## src/rtl/riscy_mem_pkg.sv

```systemverilog
// riscy_mem_pkg: shared size encodings, LSU state enum and alignment check.
package riscy_mem_pkg;

  localparam logic [1:0] SIZE_BYTE    = 2'b00;
  localparam logic [1:0] SIZE_HALF    = 2'b01;
  localparam logic [1:0] SIZE_WORD    = 2'b10;
  localparam logic [1:0] SIZE_ILLEGAL = 2'b11;

  typedef enum logic [1:0] {
    IDLE    = 2'd0,
    RD_WAIT = 2'd1,
    WR      = 2'd2,
    RESP    = 2'd3
  } lsu_state_e;

  // Illegal size counts as a fault alongside true misalignment.
  function automatic logic is_misaligned(input logic [1:0] size, input logic [1:0] addr_lo);
    return (size == SIZE_ILLEGAL) ||
           (size == SIZE_HALF && addr_lo[0]) ||
           (size == SIZE_WORD && addr_lo != 2'b00);
  endfunction

endpackage

```

## src/rtl/lsu_lane_align.sv

```systemverilog
// lsu_lane_align: little-endian lane extract/extend for loads and lane merge for sub-word stores.
module lsu_lane_align
  import riscy_mem_pkg::*;
(
  input  logic [31:0] word_in,
  input  logic [1:0]  addr_lo,
  input  logic [1:0]  size,
  input  logic        is_unsigned,
  input  logic [31:0] store_data,
  output logic [31:0] load_result,
  output logic [31:0] merged_word
);

  logic [4:0]  sh;
  logic [7:0]  b;
  logic [15:0] h;
  logic [31:0] mask;

  always_comb begin
    sh          = size == SIZE_HALF ? {addr_lo[1], 4'b0} : {addr_lo, 3'b0};
    b           = 8'(word_in >> sh);
    h           = 16'(word_in >> sh);
    mask        = size == SIZE_HALF ? 32'h0000_FFFF << sh :
                  size == SIZE_BYTE ? 32'h0000_00FF << sh : '1;
    load_result = size == SIZE_BYTE ? {{24{~is_unsigned & b[7]}}, b} :
                  size == SIZE_HALF ? {{16{~is_unsigned & h[15]}}, h} : word_in;
    merged_word = (word_in & ~mask) | ((store_data << sh) & mask);
  end

endmodule

```

## src/rtl/load_store_unit.sv

```systemverilog
// load_store_unit: single-outstanding byte/half/word load-store adapter onto a word-indexed
// combinational-read memory port; sub-word stores use read-modify-write.
module load_store_unit
  import riscy_mem_pkg::*;
#(
  parameter int ADDR_WIDTH  = 32,
  parameter int WAIT_CYCLES = 1
) (
  input  logic                  clk,
  input  logic                  resetN,
  input  logic                  reqValid,
  output logic                  reqReady,
  input  logic                  reqWrite,
  input  logic [1:0]            reqSize,
  input  logic                  reqUnsigned,
  input  logic [ADDR_WIDTH-1:0] reqAddress,
  input  logic [31:0]           reqData,
  output logic                  respValid,
  output logic [31:0]           respData,
  output logic                  respFault,
  output logic [31:0]           memAddress,
  output logic                  memReadEnable,
  output logic                  memWriteEnable,
  output logic [31:0]           memDataOut,
  input  logic [31:0]           memDataIn
);

  localparam int CW = WAIT_CYCLES > 1 ? $clog2(WAIT_CYCLES) : 1;

  lsu_state_e    state_q, state_d;
  logic [CW-1:0] cnt_q, cnt_d;
  logic          write_q, write_d, uns_q, uns_d;
  logic [1:0]    size_q, size_d, lo_q, lo_d;
  logic [31:0]   data_q, data_d;
  logic          ready_q, ready_d, rvalid_q, rvalid_d, rfault_q, rfault_d, re_q, re_d, we_q, we_d;
  logic [31:0]   rdata_q, rdata_d, maddr_q, maddr_d, mdout_q, mdout_d;
  logic          accept, fault;
  logic [31:0]   load_result, merged_word;

  assign accept = reqValid & ready_q;
  assign fault  = is_misaligned(reqSize, reqAddress[1:0]);

  lsu_lane_align u_align (
    .word_in     (memDataIn),
    .addr_lo     (lo_q),
    .size        (size_q),
    .is_unsigned (uns_q),
    .store_data  (data_q),
    .load_result (load_result),
    .merged_word (merged_word)
  );

  always_ff @(posedge clk or negedge resetN) begin
    if (!resetN) begin
      state_q  <= IDLE;
      cnt_q    <= '0;
      write_q  <= 1'b0;
      uns_q    <= 1'b0;
      size_q   <= '0;
      lo_q     <= '0;
      data_q   <= '0;
      ready_q  <= 1'b0;
      rvalid_q <= 1'b0;
      rfault_q <= 1'b0;
      rdata_q  <= '0;
      maddr_q  <= '0;
      re_q     <= 1'b0;
      we_q     <= 1'b0;
      mdout_q  <= '0;
    end else begin
      state_q  <= state_d;
      cnt_q    <= cnt_d;
      write_q  <= write_d;
      uns_q    <= uns_d;
      size_q   <= size_d;
      lo_q     <= lo_d;
      data_q   <= data_d;
      ready_q  <= ready_d;
      rvalid_q <= rvalid_d;
      rfault_q <= rfault_d;
      rdata_q  <= rdata_d;
      maddr_q  <= maddr_d;
      re_q     <= re_d;
      we_q     <= we_d;
      mdout_q  <= mdout_d;
    end
  end

  always_comb begin
    state_d = state_q;
    cnt_d   = cnt_q;
    write_d = write_q;
    uns_d   = uns_q;
    size_d  = size_q;
    lo_d    = lo_q;
    data_d  = data_q;
    case (state_q)
      IDLE: if (accept) begin
        write_d = reqWrite;
        uns_d   = reqUnsigned;
        size_d  = reqSize;
        lo_d    = reqAddress[1:0];
        data_d  = reqData;
        cnt_d   = CW'(WAIT_CYCLES - 1);
        state_d = fault ? RESP : (reqWrite && reqSize == SIZE_WORD) ? WR : RD_WAIT;
      end
      RD_WAIT: begin
        cnt_d = cnt_q - CW'(1);
        if (cnt_q == '0) state_d = write_q ? WR : RESP;
      end
      WR:      state_d = RESP;
      default: state_d = IDLE;
    endcase
  end

  // Output registers are loaded from the next state so every port is a flop.
  always_comb begin
    ready_d  = state_d == IDLE;
    re_d     = state_d == RD_WAIT;
    we_d     = state_d == WR;
    rvalid_d = state_d == RESP;
    rfault_d = accept && fault;
    rdata_d  = (state_q == RD_WAIT && state_d == RESP) ? load_result : '0;
    maddr_d  = state_d == IDLE ? '0 : accept ? 32'(reqAddress >> 2) : maddr_q;
    mdout_d  = state_d == WR ? (state_q == IDLE ? reqData : merged_word) : '0;
  end

  assign reqReady       = ready_q;
  assign respValid      = rvalid_q;
  assign respData       = rdata_q;
  assign respFault      = rfault_q;
  assign memAddress     = maddr_q;
  assign memReadEnable  = re_q;
  assign memWriteEnable = we_q;
  assign memDataOut     = mdout_q;

endmodule

```

## config.mk

```make
export PLATFORM = sky130hd
export DESIGN_NAME = load_store_unit
export DESIGN_NICKNAME = d
export VERILOG_FILES = /design/src/rtl/riscy_mem_pkg.sv /design/src/rtl/lsu_lane_align.sv /design/src/rtl/load_store_unit.sv
export SDC_FILE = /design/constraint.sdc
export NUM_CORES = 1
export LEC_CHECK = 0
export ABC_AREA = 1
export CORE_AREA = 5 5 130 132
export CTS_CLUSTER_DIAMETER = 100
export DETAILED_ROUTE_END_ITERATION = 10
export DIE_AREA = 0 0 135 137
export MAX_ROUTING_LAYER = met4
export PLACE_DENSITY_LB_ADDON = 0.1
export REMOVE_ABC_BUFFERS = 1
export SYNTH_ARGS = -nofsm -noshare
export SYNTH_HDL_FRONTEND = slang
export SYNTH_HIERARCHICAL = 1
export SYNTH_SLANG_ARGS = --single-unit
```

## constraint.sdc

```tcl
create_clock -name clk -period 2.54 [get_ports clk]
set_clock_uncertainty 0.2 [all_clocks]
set_input_delay 0.762 -clock clk [delete_from_list [all_inputs] [get_ports clk]]
set_output_delay 0.762 -clock clk [all_outputs]
set_load 0.01 [all_outputs]
```

==> flow_metrics.py, run 1 <==
metrics = {
    "critical_path": {
        "criticalPathCategory": "reg2out",
        "slowest_delay_ps": 560,
        "setup.worst_path.start": "respData[1]",
        "cp-start-kind": "register",
        "cp_cell_sequence": "clkdlybuf4s50_1",
        "crit_arrival_ps": 1350,
        "rr_startpoint": "size_q[1]",
        "cp_num_cells": 1,
        "cp.required_ps": 1580,
        "cp_max_fo": 1,
        "worst_r2r_path_depth": 10,
        "cp_slowest_cell": "clkdlybuf4s50_1",
        "r2r-end": "memDataOut[21]",
        "crit_buf_inv": 1,
        "endpoint": "respData[1]",
        "r2r_slack_ps": 310,
        "critPathTopFamily": "buffers and inverters",
        "end_kind": "output pin",
    },
    "layout": {
        "final_common_cell": "nand2_1",
        "antenna_cells": 0,
        "seqCellArea_sq_mm": 0.00350,
        "nets": 1260,
        "syn_to_final_growth_pct": 38.6,
        "fin_cells": 1385,
        "fillers": 1350,
        "multi_input_area_sq_mm": 0.00304,
        "layout_common_cells": "233 x nand2_1, 200 x clkdlybuf4s50_1, 140 x dfrtp_1",
        "drive_gt1_share_pct": 11.9,
    },
    "timing": {
        "rsz0062_at_grt": "false",
        "hold_viol": 0,
        "setup_viol": 0,
        "clock.fmax_mhz": 433,
        "min_period_over_period_pct": 90.9,
        "finalMaxSlewViolations": 0,
        "period_minus_slack_ps": 2310,
        "setup_slack_ps": 232,
        "finalSetupTns_ps": 0,
    },
    "die": {
        "die-area_sq_mm": 0.0185,
        "die_h_um": 137,
        "num_rows": 46,
        "core_area_sq_mm": 0.0156,
        "die_w_um": 135,
        "start_util_pct": 47.6,
        "ios": 204,
    },
    "synthesis": {
        "ys_warn_count": 6,
        "synth_seq_cells": 140,
        "avgSynthCellArea_sq_um": 7.77,
        "syn_area_sq_mm": 0.00743,
        "ys_seq_area_share_pct": 47.1,
        "synth.largest_area_cell": "dfrtp_1",
        "yosys.area.top_type_share_pct": 47.1,
        "synthTopCellsByArea": "dfrtp_1 47%, nand2_1 12%, nor2_1 6.7%",
        "syn_inst": 957,
        "ys_types": 29,
    },
    "power_and_ir_drop": {
        "ir_worst_vdd_v": 0.000617,
        "p_leak_nw": 5.13,
        "powerDensity_mw_per_mm2": 1200,
        "total_power_mw": 12.3,
    },
    "global_route": {
        "grt_overflow": 0,
        "grt_use_total_pct": 24.6,
        "grt_max_degree": 65,
        "grt_pass1_wl_um": 34400,
        "grt_antenna_before_repair": 0,
        "grt_pass1_vias": 6584,
    },
    "place": {
        "place_ws_ps": -13.1,
        "hpwl_um": 15200,
        "gp_congestion": 0.892,
        "portBuffers": 201,
        "place_inst": 1354,
    },
    "clock_tree": {
        "cts_resized": 0,
        "path_clk_slew_ps": 60,
        "cts_made_buffers": 17,
        "root_buffer": "clkbuf_16",
        "cts_setup_buffers": 0,
        "worstSkewPairLatency_ps": 410,
        "cts_tree": "yes",
        "htreeDepth": 4,
        "cts_hold_buffers": 0,
        "clock_sinks": 140,
        "cts_max_path_buffers": 2,
    },
    "hold_path": {
        "hp-class": "in2async",
    },
    "drt": {
        "wl_per_cell_um": 15.3,
        "vias": 6692,
        "drtAntennaViolNets": 0,
        "drtIter0Drc": 422,
        "drcViolationCount": 0,
        "via_per_inst": 4.83,
        "dr.pass1.iters": 5,
        "routed_wl_um": 21200,
    },
    "flow_run": {
        "cap_violations": 0,
    },
    "status": {
        "status": "completed",
    },
}
[how the worst min path moves through the flow]
stage | start | end | slack (ps) | depth (start not counted)
after CTS | resetN | memDataOut[20] | 70 | 1
after detailed placement | write_q | write_q | 270 | 2
after global routing | resetN | memDataOut[20] | 90 | 1
final | resetN | memDataOut[20] | 70 | 1
after global placement | write_q | write_q | 260 | 2
after floorplan | write_q | write_q | 240 | 2
[final cells by class]
| cell class | instances | share of cell area [%] |
|---|---|---|
| sequential | 140 | 34.0 |
| tap | 216 | 2.62 |
| timing repair buffer | 234 | 23.0 |
| inverter | 138 | 5.08 |
| multi-input combinational | 626 | 29.5 |
| clock inverter | 6 | 0.814 |
| clock buffer | 25 | 4.91 |
[state kept, by name, summed over array words and instances (netlist names), 2 cells and up]
register	flops
lo_q	2
memAddress	30
memDataOut	32
respData	32
size_q	2
state_q	2
data_q	32
[cell usage after synthesis (all sizes together)]
cell	number
o22ai	6
mux2	30
nor2	158
nand2	244
conb	1
a21oi	40
o21ai	82
nand3	53
dfrtp	140
o211ai	8
nand4	3
inv	138
clkbuf	13
buf	41
[routing by layer]
layer	part of all wire, %	wire length (um)	track usage (%)	up-vias
met5	0	0	-	-
met4	1.8	388	7.45	0
met3	7.4	1560	5.15	27
met2	46	9700	38.4	277
met1	45	9540	32.6	3042
li1	-	-	-	3346
[per-stage QoR]
step	utilization (%)	hold slack (ps)	cell area [sq um]
2_1_floorplan	-	242	7060
3_3_place_gp	62.2	263	9710
3_5_place_dp	62.2	271	9710
4_1_cts	66.0	74.1	10300
5_1_grt	66.0	91.2	10300
6_report	66.0	66.8	10300
[cell families (layout without fill, tap and decap cells)]
family                 Yosys count  in the layout  synth area share [%]
and+or+nand+nor                458            458                  26.7
buffers and inverters          192            403                  12.0
DFF                            140            140                  47.1
AOI/OAI and AO/OA              136            136                  9.53
muxes                           30             30                  4.55
other                            1              2                0.0505
[power breakdown]
part | internal (mW) | switching [mW] | total [mW]
logic | 2.71 | 3.76 | 6.47
clock network | 1.57 | 0.893 | 2.46
registers | 2.99 | 0.406 | 3.40
total | 7.27 | 5.06 | 12.3
Power figures use the tool's default switching activity.
==> run 2, diff against run 1 <==
--- a/config.mk
+++ b/config.mk
@@ -13,6 +13,7 @@
 export MAX_ROUTING_LAYER = met4
 export PLACE_DENSITY_LB_ADDON = 0.1
 export REMOVE_ABC_BUFFERS = 1
+export SLEW_MARGIN = 20
 export SYNTH_ARGS = -nofsm -noshare
 export SYNTH_HDL_FRONTEND = slang
 export SYNTH_HIERARCHICAL = 1
==> constraint.sdc (replaced) <==
create_clock -name clk -period 2.4 [get_ports clk]
set_clock_uncertainty 0.2 [all_clocks]
set_input_delay 0.72 -clock clk [delete_from_list [all_inputs] [get_ports clk]]
set_output_delay 0.72 -clock clk [all_outputs]
set_load 0.01 [all_outputs]
==> run 2 against run 1 <==
Against the previous run:
- non-clock buffer count rose by 3
- sequential power is 5.9% higher
- worst setup slack lost 85 ps
- largest cell class unchanged
- largest power group unchanged
==> flow_metrics.py, run 2 (synthesis gave the netlist of run 1 again) <==
metrics = {
    "layout": {
        "layout_common_cells": "233 x nand2_1, 200 x clkdlybuf4s50_1, 140 x dfrtp_1",
        "drive_gt1_share_pct": 12.3,
        "final_common_cell": "nand2_1",
        "design_area_sq_mm": 0.0104,
        "nets": 1263,
        "fillers": 1349,
        "antenna_cells": 0,
        "syn_to_final_growth_pct": 39.3,
    },
    "place": {
        "gp_congestion": 0.886,
        "place_ws_ps": -101,
        "placed_area_sq_mm": 0.00974,
        "hpwl_um": 15100,
        "portBuffers": 201,
    },
    "timing": {
        "finalSetupTns_ps": 0,
        "setup_viol": 0,
        "min_period_over_period_pct": 93.9,
        "period_minus_slack_ps": 2250,
        "finalMaxSlewViolations": 0,
        "rsz0062_at_grt": "false",
        "hold_viol": 0,
        "setup_slack_ps": 147,
        "clock.fmax_mhz": 444,
        "whs_ps": 282,
    },
    "clock_tree": {
        "clock_sinks": 140,
        "cts_made_buffers": 17,
        "cts_max_path_buffers": 2,
        "htreeDepth": 4,
        "path_clk_slew_ps": 60,
        "root_buffer": "clkbuf_16",
        "worstSkewPairLatency_ps": 420,
        "cts_tree": "yes",
    },
    "drt": {
        "drcViolationCount": 0,
        "vias": 6649,
        "routed_wl_um": 21000,
        "wl_met3_um": 1470,
        "wl_per_cell_um": 15.1,
        "drtIter0Drc": 387,
        "top_layer": "met4",
        "dr.pass1.iters": 5,
        "wl_met2_um": 9320,
        "wl_met1_um": 9570,
        "drtAntennaViolNets": 0,
        "via_per_inst": 4.79,
    },
    "critical_path": {
        "rr_startpoint": "size_q[1]",
        "crit_arrival_ps": 1330,
        "cp.required_ps": 1480,
        "slowest_delay_ps": 550,
        "criticalPathCategory": "reg2out",
        "cp_slowest_cell": "clkdlybuf4s50_1",
        "worst_r2r_path_depth": 13,
        "cp_cell_sequence": "clkdlybuf4s50_1",
        "critPathTopFamily": "buffers and inverters",
        "r2r_slack_ps": 260,
        "r2r-end": "respData[21]",
        "end_kind": "output pin",
        "cp_max_fo": 1,
        "cp-start-kind": "register",
        "crit_buf_inv": 1,
    },
    "global_route": {
        "grt_pass1_wl_um": 33300,
        "grt_max_degree": 65,
        "grt_overflow": 0,
        "grt_pass1_vias": 6360,
        "grt_antenna_before_repair": 0,
        "grt_use_total_pct": 23.7,
    },
    "power_and_ir_drop": {
        "ir_worst_vdd_v": 0.000579,
        "p_leak_nw": 5.15,
        "powerDensity_mw_per_mm2": 1270,
    },
    "die": {
        "num_rows": 46,
        "start_util_pct": 47.6,
        "ios": 204,
        "die_w_um": 135,
        "die_h_um": 137,
        "die-area_sq_mm": 0.0185,
        "core_area_sq_mm": 0.0156,
    },
    "status": {
        "status": "completed",
    },
    "hold_path": {
        "min_path_cells": 2,
        "holdPathEnd": "data_q[17]",
        "hp-class": "reg2reg",
        "min_from": "data_q[17]",
    },
    "flow_run": {
        "cap_violations": 0,
    },
}
[run 2: cell count changes in the layout (fill, tap and decap cells not counted)]
| cell | previous run | this run |
|---|---|---|
| buf_12 | 9 | 10 |
| buf_4 | 24 | 25 |
| clkbuf_1 | 3 | 1 |
| clkinv_4 | 1 | 2 |
| clkinvlp_4 | 0 | 1 |
| dlygate4sd3_1 | 0 | 1 |
| inv_6 | 1 | 2 |
[run 2: through the flow]
stage / power [mW] / util (%) / std cells
finish: 13.1 / 66.4 / 1389
global route: 14.1 / 66.4 / 1389
CTS: 13.2 / 66.4 / 1389
detailed placement: 10.5 / 62.4 / 1356
global placement: 10.4 / 62.4 / 1356
floorplan: 7.54 / - / 904
[run 2: area by class of cell]
cell class	count	area, sq um	share of cell area [%]
clock buffers	23	498	4.81
clock inverters	9	109	1.05
inverters	138	523	5.05
multi-input cells	626	3040	29.3
flip-flops and latches	140	3500	33.8
well taps	216	270	2.61
repair buffers	237	2410	23.3
[run 2: worst max-delay path by stage]
stage,endpoint,slack (ps),cells past startpoint,start
4_1_cts,respData[10],120,1,respData[10]
6_report,respData[10],150,1,respData[10]
2_1_floorplan,respData[0],-260,6,reqValid
3_3_place_gp,memAddress[0],-60,11,reqSize[0]
5_1_grt,memAddress[9],90,1,memAddress[9]
3_5_place_dp,memAddress[25],-100,11,reqSize[0]
[run 2: worst reg2reg max path: stages (launching register included)]
cell and delay, ps:
dfrtp_1 430, inv_6 80, nand2_4 100, nand2_4 220
buf_4 260, nand2_1 70, nand2_1 60, nand2_1 50
nand2_1 120, nand2_2 90, buf_12 160, nand3_1 90
inv_1 70, nor2_4 90
[run 2: power breakdown]
part / total [mW] / internal, mW / switching (mW)
Sequential: 3.60 / 3.17 / 0.435
Clock: 2.66 / 1.67 / 0.990
Combinational: 6.84 / 2.88 / 3.96
[run 2: per-layer routing]
metal / global-route usage (%) / up-vias
li1: - / 3354
met3: 4.56 / 42
met4: 9.63 / 0
met5: - / -
met2: 35.6 / 271
met1: 31.8 / 2982
[run 2: timing repair]
action	4_1_cts	5_1_grt
hold buffers	1	0
setup buffers	0	0
hold endpoints to repair	15	0
resized for setup	0	0
